===== src/rtl/lcd_responder.sv =====
// Bus-level model of an HD44780-style character LCD: 80-byte DDRAM, address counter,
// busy-flag timing and BF/AC/DDRAM reads, driven from a synchronised e/rs/rw/data bus.
module lcd_responder #(
    parameter int unsigned CYCLES_CLR   = 76500,
    parameter int unsigned CYCLES_HOME  = 76500,
    parameter int unsigned CYCLES_CMD   = 1950,
    parameter int unsigned CYCLES_DATA  = 2150,
    parameter int unsigned CYCLES_E_MIN = 7
) (
    input  logic       clk,
    input  logic       reset,
    input  logic       e,
    input  logic       rs,
    input  logic       rw,
    input  logic [7:0] data_in,
    output logic [7:0] data_out,
    output logic       data_oe,
    output logic       busy,
    output logic [6:0] addr_counter,
    output logic       display_on,
    output logic       cursor_on,
    output logic       blink_on,
    output logic       incr_mode,
    output logic       access_err,
    input  logic [6:0] dbg_addr,
    output logic [7:0] dbg_char
);

    localparam int unsigned DEPTH   = 80;
    localparam int unsigned MAX_A   = (CYCLES_CLR > CYCLES_HOME) ? CYCLES_CLR : CYCLES_HOME;
    localparam int unsigned MAX_B   = (CYCLES_CMD > CYCLES_DATA) ? CYCLES_CMD : CYCLES_DATA;
    localparam int unsigned MAX_CYC = (MAX_A > MAX_B) ? MAX_A : MAX_B;
    localparam int unsigned CW      = $clog2(MAX_CYC + 1);
    localparam int unsigned WW      = $clog2(CYCLES_E_MIN + 1);
    localparam logic [7:0]  BLANK   = 8'h20;

    localparam logic [1:0] ST_INIT_FILL = 2'd0;
    localparam logic [1:0] ST_IDLE      = 2'd1;
    localparam logic [1:0] ST_E_HIGH    = 2'd2;
    localparam logic [1:0] ST_EXEC      = 2'd3;

    function automatic logic addr_valid(input logic [6:0] a);
        return (a <= 7'h27) || ((a >= 7'h40) && (a <= 7'h67));
    endfunction

    function automatic logic [6:0] addr_idx(input logic [6:0] a);
        return (a < 7'h40) ? a : a - 7'd24;
    endfunction

    // Line 1 and line 2 form one 80-entry ring in address order.
    function automatic logic [6:0] ac_step(input logic [6:0] a, input logic inc);
        if (inc) begin
            if (a == 7'h27)      return 7'h40;
            else if (a == 7'h67) return 7'h00;
            else                 return a + 7'd1;
        end else begin
            if (a == 7'h00)      return 7'h67;
            else if (a == 7'h40) return 7'h27;
            else                 return a - 7'd1;
        end
    endfunction

    logic       e_s1_q, e_s2_q, e_s3_q;
    logic       rs_s1_q, rs_s2_q, rw_s1_q, rw_s2_q;
    logic [7:0] d_s1_q, d_s2_q;

    logic [1:0]    state_q, state_d;
    logic [WW-1:0] width_q, width_d;
    logic [CW-1:0] cnt_q, cnt_d;
    logic          fill_active_q, fill_active_d;
    logic [6:0]    fill_idx_q, fill_idx_d;
    logic          rd_q, rd_d, rsel_q, rsel_d;
    logic [6:0]    ac_q, ac_d;
    logic          incr_q, incr_d, disp_q, disp_d, cur_q, cur_d, blink_q, blink_d;
    logic [7:0]    data_out_q, data_out_d;
    logic          data_oe_q, data_oe_d, busy_q, busy_d, err_q, err_d;
    logic [7:0]    dbg_char_q, dbg_char_d;
    logic [7:0]    mem_q [0:DEPTH-1];

    logic          mem_we;
    logic [6:0]    mem_waddr;
    logic [7:0]    mem_wdata;
    logic          load_en, exit_access;
    logic [CW-1:0] load_val;
    logic          e_rise, e_fall;
    logic [6:0]    ac_idx;

    assign e_rise = e_s2_q & ~e_s3_q;
    assign e_fall = ~e_s2_q & e_s3_q;
    assign ac_idx = addr_idx(ac_q);

    always_comb begin
        state_d       = state_q;
        width_d       = width_q;
        cnt_d         = (cnt_q != '0) ? cnt_q - CW'(1) : cnt_q;
        fill_active_d = fill_active_q;
        fill_idx_d    = fill_idx_q;
        rd_d          = rd_q;
        rsel_d        = rsel_q;
        ac_d          = ac_q;
        incr_d        = incr_q;
        disp_d        = disp_q;
        cur_d         = cur_q;
        blink_d       = blink_q;
        data_out_d    = data_out_q;
        data_oe_d     = 1'b0;
        err_d         = 1'b0;
        mem_we        = 1'b0;
        mem_waddr     = fill_idx_q;
        mem_wdata     = BLANK;
        load_en       = 1'b0;
        load_val      = '0;
        exit_access   = 1'b0;

        // Blank-fill engine shared by power-up init and the clear command.
        if (fill_active_q) begin
            mem_we = 1'b1;
            if (fill_idx_q == 7'(DEPTH - 1)) fill_active_d = 1'b0;
            else                             fill_idx_d    = fill_idx_q + 7'd1;
        end

        case (state_q)
            ST_INIT_FILL: begin
                if (e_fall && !rw_s2_q) err_d = 1'b1;
                if (!fill_active_d)     state_d = ST_IDLE;
            end
            ST_IDLE, ST_EXEC: begin
                if (state_q == ST_EXEC && cnt_d == '0) state_d = ST_IDLE;
                if (e_rise) begin
                    state_d   = ST_E_HIGH;
                    width_d   = WW'(1);
                    rd_d      = rw_s2_q;
                    rsel_d    = rs_s2_q;
                    data_oe_d = rw_s2_q;
                end
            end
            default: begin
                data_oe_d = rd_q;
                if (e_s2_q) begin
                    if (width_q < WW'(CYCLES_E_MIN)) width_d = width_q + WW'(1);
                end else begin
                    exit_access = 1'b1;
                    if (width_q < WW'(CYCLES_E_MIN)) begin
                        err_d = 1'b1;
                    end else if (busy_q) begin
                        // Only BF/AC reads are honoured while busy.
                        if (!(rw_s2_q && !rs_s2_q)) err_d = 1'b1;
                    end else if (!rs_s2_q && !rw_s2_q) begin
                        if (d_s2_q[7]) begin
                            load_en = 1'b1; load_val = CW'(CYCLES_CMD);
                            if (addr_valid(d_s2_q[6:0])) ac_d  = d_s2_q[6:0];
                            else                         err_d = 1'b1;
                        end else if (d_s2_q[6] || d_s2_q[5]) begin
                            load_en = 1'b1; load_val = CW'(CYCLES_CMD);
                        end else if (d_s2_q[4]) begin
                            load_en = 1'b1; load_val = CW'(CYCLES_CMD);
                            if (!d_s2_q[3]) ac_d = ac_step(ac_q, d_s2_q[2]);
                        end else if (d_s2_q[3]) begin
                            load_en = 1'b1; load_val = CW'(CYCLES_CMD);
                            disp_d  = d_s2_q[2];
                            cur_d   = d_s2_q[1];
                            blink_d = d_s2_q[0];
                        end else if (d_s2_q[2]) begin
                            load_en = 1'b1; load_val = CW'(CYCLES_CMD);
                            incr_d  = d_s2_q[1];
                        end else if (d_s2_q[1]) begin
                            load_en = 1'b1; load_val = CW'(CYCLES_HOME);
                            ac_d    = 7'h00;
                        end else if (d_s2_q[0]) begin
                            load_en       = 1'b1; load_val = CW'(CYCLES_CLR);
                            ac_d          = 7'h00;
                            incr_d        = 1'b1;
                            fill_active_d = 1'b1;
                            fill_idx_d    = 7'd0;
                        end
                    end else if (rs_s2_q && !rw_s2_q) begin
                        mem_we    = 1'b1;
                        mem_waddr = ac_idx;
                        mem_wdata = d_s2_q;
                        ac_d      = ac_step(ac_q, incr_q);
                        load_en   = 1'b1; load_val = CW'(CYCLES_DATA);
                    end else if (rs_s2_q && rw_s2_q) begin
                        ac_d    = ac_step(ac_q, incr_q);
                        load_en = 1'b1; load_val = CW'(CYCLES_DATA);
                    end
                end
            end
        endcase

        if (load_en)     cnt_d   = load_val;
        if (exit_access) state_d = (cnt_d != '0) ? ST_EXEC : ST_IDLE;
        busy_d = fill_active_d || (cnt_d != '0);

        if (data_oe_d) data_out_d = rsel_d ? mem_q[ac_idx] : {busy_q, ac_q};
        dbg_char_d = addr_valid(dbg_addr) ? mem_q[addr_idx(dbg_addr)] : BLANK;
    end

    always_ff @(posedge clk or posedge reset) begin
        if (reset) begin
            e_s1_q        <= 1'b0;
            e_s2_q        <= 1'b0;
            e_s3_q        <= 1'b0;
            rs_s1_q       <= 1'b0;
            rs_s2_q       <= 1'b0;
            rw_s1_q       <= 1'b0;
            rw_s2_q       <= 1'b0;
            d_s1_q        <= 8'h00;
            d_s2_q        <= 8'h00;
            state_q       <= ST_INIT_FILL;
            width_q       <= '0;
            cnt_q         <= '0;
            fill_active_q <= 1'b1;
            fill_idx_q    <= 7'd0;
            rd_q          <= 1'b0;
            rsel_q        <= 1'b0;
            ac_q          <= 7'h00;
            incr_q        <= 1'b1;
            disp_q        <= 1'b0;
            cur_q         <= 1'b0;
            blink_q       <= 1'b0;
            data_out_q    <= 8'h00;
            data_oe_q     <= 1'b0;
            busy_q        <= 1'b1;
            err_q         <= 1'b0;
            dbg_char_q    <= BLANK;
        end else begin
            e_s1_q        <= e;
            e_s2_q        <= e_s1_q;
            e_s3_q        <= e_s2_q;
            rs_s1_q       <= rs;
            rs_s2_q       <= rs_s1_q;
            rw_s1_q       <= rw;
            rw_s2_q       <= rw_s1_q;
            d_s1_q        <= data_in;
            d_s2_q        <= d_s1_q;
            state_q       <= state_d;
            width_q       <= width_d;
            cnt_q         <= cnt_d;
            fill_active_q <= fill_active_d;
            fill_idx_q    <= fill_idx_d;
            rd_q          <= rd_d;
            rsel_q        <= rsel_d;
            ac_q          <= ac_d;
            incr_q        <= incr_d;
            disp_q        <= disp_d;
            cur_q         <= cur_d;
            blink_q       <= blink_d;
            data_out_q    <= data_out_d;
            data_oe_q     <= data_oe_d;
            busy_q        <= busy_d;
            err_q         <= err_d;
            dbg_char_q    <= dbg_char_d;
        end
    end

    // DDRAM contents are established by the init fill, so the array itself has no reset.
    always_ff @(posedge clk) begin
        if (mem_we) mem_q[mem_waddr] <= mem_wdata;
    end

    assign data_out     = data_out_q;
    assign data_oe      = data_oe_q;
    assign busy         = busy_q;
    assign addr_counter = ac_q;
    assign display_on   = disp_q;
    assign cursor_on    = cur_q;
    assign blink_on     = blink_q;
    assign incr_mode    = incr_q;
    assign access_err   = err_q;
    assign dbg_char     = dbg_char_q;

endmodule

===== config.mk =====
export PLATFORM = sky130hd
export DESIGN_NAME = lcd_responder
export DESIGN_NICKNAME = d
export VERILOG_FILES = /design/src/rtl/lcd_responder.sv
export SDC_FILE = /design/constraint.sdc
export NUM_CORES = 1
export LEC_CHECK = 0
export BUFFER_PORTS_ARGS = -buffer_cell sky130_fd_sc_hd__buf_4
export CORE_MARGIN = 2
export CORE_UTILIZATION = 55
export DETAILED_ROUTE_END_ITERATION = 8
export HOLD_SLACK_MARGIN = 0.03
export PLACE_DENSITY = 0.71
export REMOVE_ABC_BUFFERS = 1
export SLEW_MARGIN = 40
export SYNTH_ARGS = -nofsm -noshare
export SYNTH_HDL_FRONTEND = slang
export SYNTH_SLANG_ARGS = --single-unit

===== constraint.sdc =====
create_clock -name clk -period 11.24 [get_ports clk]
set_input_delay 1.124 -clock clk [delete_from_list [all_inputs] [get_ports clk]]
set_output_delay 1.124 -clock clk [all_outputs]
set_load 0.02 [all_outputs]

# After elaboration in Yosys (flattened, before gate mapping)
# Memory sizes are Yosys's and may differ from the RTL's.
# Index checks and enable logic that the tools add are counted.
# totals
ff_bits	85
ram_bits	640
input_bits	20
out_inout_bits	30
mem_count	1
# op_classes
add_sub_neg	7
order_cmp	9
n_eq_ne	15
n_mux	129
bitwise_logic	12
reduce_logical	32
# mem_list
memory	depth	word_bits	rd	rd_clocked_by_memory_dff	write_ports	line_no	text
mem_q	80	8	2	0	1	78	logic [7:0] mem_q [0:DEPTH-1];
# op_table
op	count
$mux 7	40
$mux 17	14
$mux 8	8
$mux 1	53
$reduce_bool 17->1	2
$mux 12	2
$eq 7x7->1 const B	3
$logic_not 17->1	1
$sub 17x1->17 const B	1
$add 7x1->7 const B	2
$ge 7x7->1 const B	2
$le 7x6->1 const B	2
$le 7x7->1 const B	2
$lt 7x7->1 const B	2
$sub 7x5->7 const B	2
$reduce_and 11->1	1
$mux 2	5
$not 1->1	10
$reduce_and 10->1	1
$mux 3	3
$ne 3x3->1 const B	3
$reduce_and 9->1	1
$logic_and 1x1->1	8
$ne 4x4->1 const B	2
other kinds (25)	34

# Logic depth before layout (Yosys ltp)
# logic_depth
word_depth	16
depth_mapped	13
mapped_depth_nobuf	9

# Least setup slack after synthesis
# No wires, ideal clock.
# synth_timing
path_kind	reg2reg
start	register state_q[0]
end	memory mem_q[0][3] (data pin)
setup_time_ps	573
arrival_ps	3330
required_ps	10667
slack_ps	7337
path_stages_with_launch	6
n_path_buf	1
period_less_slack_ps	3903
path_cell_list	dfrtp_1 -> or4b_1 -> nor2_1 -> nand3_1 -> buf_2 -> nor2_1
# synth_via
elab_chain_cells	3
elab_cells_between_ends	5
cone_classes	2 x eq/ne; 1 x mux; 2 x reduce/logical
# synth_lines
element	line_no	text
from (decl)	67	logic [1:0] state_q, state_d;
from (signal assigned)	236	state_q <= state_d;
$eq 2x2->1, or another cell as far along	122	case (state_q)
$reduce_or 3->1 (no line) *	-	
$mux 8 *	122	
net mem_wdata[3]	82	logic [7:0] mem_wdata;
to (decl)	78	
# The timed path passes the listed nets; every way through them passes the cells marked *.

# Worst setup path after layout
# layout_timing
start	register ac_q[2], in the netlist addr_counter[2]
end	register data_out_q[0], in the netlist data_out[0]
# layout_via
elab_chain_cells	4
elab_cells_between_ends	5
cone_classes	1 x add/sub; 1 x order compare; 2 x mux; 1 x memory
# layout_lines
element	line_no	text
from (decl)	73	logic [6:0] ac_q, ac_d;
from (signal assigned)	216	ac_q <= 7'h00;
from (signal assigned)	243	ac_q <= ac_d;
$sub 7x5->7 or $lt 7x7->1 (tied branches)	47	return (a < 7'h40) ? a : a - 7'd24;
$mux 7 *	47	
$mem_v2 80x8 *	-	
$mux 8 *	194	if (data_oe_d) data_out_d = rsel_d ? mem_q[ac_idx] : {busy_q, ac_q};
to (signal assigned)	248	data_out_q <= data_out_d;
to (decl)	75	logic [7:0] data_out_q, data_out_d;
# Every way passes the cells marked *; elsewhere a longest branch is shown, timed or not.
# A chain may end at the register's enable or synchronous reset.

==> summary.md <==
| Metric | Value |
|---|---|
| Final Hold Fails | `0` |
| Post-cts resize count | `0` |
| Final wirelength | `97,500 um` |
| DP Wirelength | `61,600 um` |
| EDFF count, synth | `640` |
| Pleak | `13.1 nW` |
| Initial core utilization | `0.558` |
| Tmin final | `4800 ps` |
| Largest net degree at the start of global routing | `86` |
| Commonest non-fill, non-tap cell in the layout | `edfxtp_1` |
| IO Count | `50` |
| Crit Path Class | `flop to flop` |
| Max-slew headroom | `0.329` |
| Delay-heaviest family, CP | `compound AO/OA/AOI/OAI gates` |
| Root Driver | `clkbuf_16` |
| DR iter-0 viols | `~2,900` |
| Placer congestion estimate | `0.911` |
| Yosys warns | `0` |
| Largest family of logic cells by synthesized area | `multiplexers` |
| Clock latency at the later pin of the worst-skew pair | `640 ps` |
| PwrDens | `around 150 mW/mm^2` |
| Synth Area in Compound Gates | `0.0538` |
| GR Overflow Total | `0` |
| DRC | `0` |
| Combinational Power Share | `0.065` |
| WP data required | `11,700 ps` |
| Core Region | `0.0619 mm^2` |
| Cell row count | `91` |
| # port buffers | `between 40 and 50` |
| Slew Viols, Final | `0` |
| Top cell type's share of synthesized area | `0.557` |
| Setup Skew | `25.2 ps` |
| Unrepaired setup endpoints after global routing | `false` |
| Yosys reg bits | `725` |
| Crit-path max FO | `~40` |
| Chip height | `255 um` |
| TritonCTS clock tree | `built` |
| Vias in the first global route | `20,400` |
| Multi-input gate area | `0.0127 mm^2` |
| Cell repeated most along the worst path | `buf_4` |
| Most area-hungry cell type in the Yosys netlist | `edfxtp_1` |
| Status | `finished, final reports clean` |
| P&R area growth vs syn | `11.4%` |
| Hold buffers post-CTS | `0` |
| Initial antenna violation count | `1` |
| Routed len/inst | `33.4 um` |
| Final instance count without filler cells | `2,920` |
| Top_reg_cell synth | `edfxtp_1` |
| Power consumption | `between 5 and 6 mW` |
| Unique cell type count in the Yosys netlist | `76` |
| First-pass GRT wire length | `142,000 um` |
| Worst-Margin Slew | `993 ps` |
| Post-synthesis xor/xnor area fraction | `0.00482` |
| Detail Route Antenna Nets | `0` |
| CP Launch Type | `flop` |
| Routed vias/inst | `roughly 7.1` |
| Peak Freq | `0.208 GHz` |
| WP buf/inv | `3` |
| GR Util All Layers | `0.309` |
| Routed vias | `20,800` |
| Clock power frac | `0.421` |
| Setup TNS | `0 ps` |
| Sequential Area | `0.0214 mm^2` |
| Int Power | `4.52 mW` |
| TritonRoute pass-1 iters | `6` |
| Proportion of layout cells with a drive suffix above 1 | `0.304` |
| Hold Crit Class | `flop to flop` |
| Net Sw Frac | `0.233` |
| Sequential Power Share | `0.514` |
| # nets final | `2,050` |
| Mapped Cells | `approximately 2,000` |
| Fillers | `4,414` |
| Max Cap Viol | `0` |
| Switching power | `1.37 mW` |
| Synth Area in Adders | `0.00399` |
| Mux contribution to synthesized area | `0.245` |
| Clock-pin slew on the worst setup and hold paths | `approximately 60 ps` |
| Final setup fails | `0` |
| Async SR Flop Fraction | `0.117` |
| Clock sinks | `around 730` |
| Worst Setup End Kind | `flop` |
| Sequential share of the synthesized area | `0.618` |
| H-tree levels | `3` |
| Crit-path max cell delay | `940 ps` |
| Maximum vdd ir drop | `~0.00016 V` |
| Syn Std Cell Area | `0.0345 mm^2` |
| Synth area leaders | `edfxtp_1 56%, mux4_2 20%, dfrtp_1 5.9%, mux2i_1 3.9%, o221ai_1 1.4%` |
| Avg Cell Area, Syn | `17.3 um^2` |
| Synth Area in Simple Gates | `0.0529` |
| Worst path slowest cell | `o41ai_1` |
| Tcrit/Tclk final | `0.427` |
| CP Cell Sequence | `buf_4 -> buf_4 -> or2_2 -> buf_4 -> o221ai_1 -> a21oi_1 -> nor3_1 -> o41ai_1 -> nand3_1` |
| Clock Path Buffers | `3` |
| Placed insts | `2,776` |
| Die area | `0.0648 mm^2` |
| Chip width | `255 um` |
| Post-CTS setup buffer count | `0` |
| CP Data Arrival Time | `5270 ps` |
| CTS Buf Count | `77` |
| Most frequent cells in the layout | `640 x edfxtp_1, 310 x mux4_2, 134 x mux2i_1, 78 x dfrtp_1, 78 x clkbuf_16` |
[path summary, 6_finish.rpt]
check / from / end / slack (ps) / depth (start not counted)
min: rw_s1_q / rw_s2_q / 340 / 0
max in group asynchronous: reset / addr_counter[1] / 9980 / 3
min in group asynchronous: reset / d_s2_q[5] / 700 / 3
max reg2reg: addr_counter[2] / data_out[0] / 6440 / 9
max: addr_counter[2] / data_out[0] / 6440 / 9
min reg2reg: rw_s1_q / rw_s2_q / 340 / 0
[power by group through the flow]
stage | clock (mW) | combinational, mW | sequential (mW)
detailed placement | 0 | 0.379 | 3.08
CTS | 2.50 | 0.383 | 3.03
floorplan | 0 | 0.229 | 3.07
global route | 2.62 | 0.417 | 3.03
finish | 2.48 | 0.382 | 3.03
global placement | 0 | 0.370 | 3.08
[cell type report]
cell class                 instances  area share
tap                              837      0.0272
clock inverter                    35     0.00920
inverter                          19     0.00189
multi-input combinational       1106       0.331
sequential                       725       0.555
clock buffer                     107      0.0543
timing repair buffer              90      0.0215
antenna                            1   0.0000650
[synthesized netlist by cell type, types with 5 or more instances]
master    count
xor2_1        8
buf_1        10
inv_1        19
mux2_2       10
nor3_1       51
a22o_1        5
or2_2         9
o31ai_1      16
edfxtp_1    640
o21ai_0      20
mux2i_1     135
nor4_1       10
or3_1         6
nor2_1      116
o41ai_1       8
nand3_1      34
buf_2        45
clkbuf_1     81
and2_1        9
mux4_2      310
o221ai_1     54
and3_1        8
nand2b_1     14
buf_4         8
nor2b_1      12
ha_1         11
o21a_1        5
or4_1         5
a22oi_1      18
o22ai_1      33
nand2_1      45
dfrtp_1      81
a21oi_1      66
xnor2_1      11
[worst register-to-register path, cell delays in order (launching register included)]
cell and delay (ps):
dfrtp_2 340, buf_4 350, buf_4 600, or2_2 770, buf_4 660, o221ai_1 470, a21oi_1 250, nor3_1 100
o41ai_1 940, nand3_1 150
[sequential cells by signal, indices dropped and copies added (netlist names), 7 cells and up]
register / count
dbg_char: 8
addr_counter: 7
data_out: 8
d_s2_q: 8
mem_q: 640
fill_idx_q: 7
cnt_q: 17
d_s1_q: 8
[metrics by stage]
stage	utilization	area [um^2]	hold WS [ps]	setup WS, ps
after global routing	0.621	38500	355	6230
after global placement	0.576	35700	333	5870
final	0.621	38500	341	6440
after floorplan	-	33900	331	1270
after detailed placement	0.580	35900	335	6550
after CTS	0.619	38300	342	6510
[cell families (layout without fill, tap and decap cells)]
kind of cell | after synthesis | count (layout)
buffers and inverters | 168 | 251
other | 0 | 1
XOR/XNOR | 19 | 19
flip-flops | 725 | 725
AO/OA/AOI/OAI | 266 | 266
adder cells (fa/ha/maj) | 11 | 11
AND/OR/NAND/NOR | 355 | 355
multiplexers | 455 | 455
[routing by layer]
metal / GRT usage / vias up / routed length [um]
met5: 0 / - / 11
met1: 0.440 / 10900 / 37100
met2: 0.464 / 1346 / 45500
met4: 0.137 / 2 / 4610
met3: 0.0697 / 202 / 10300
li1: - / 8428 / -
(Power assumes the default switching activity.)
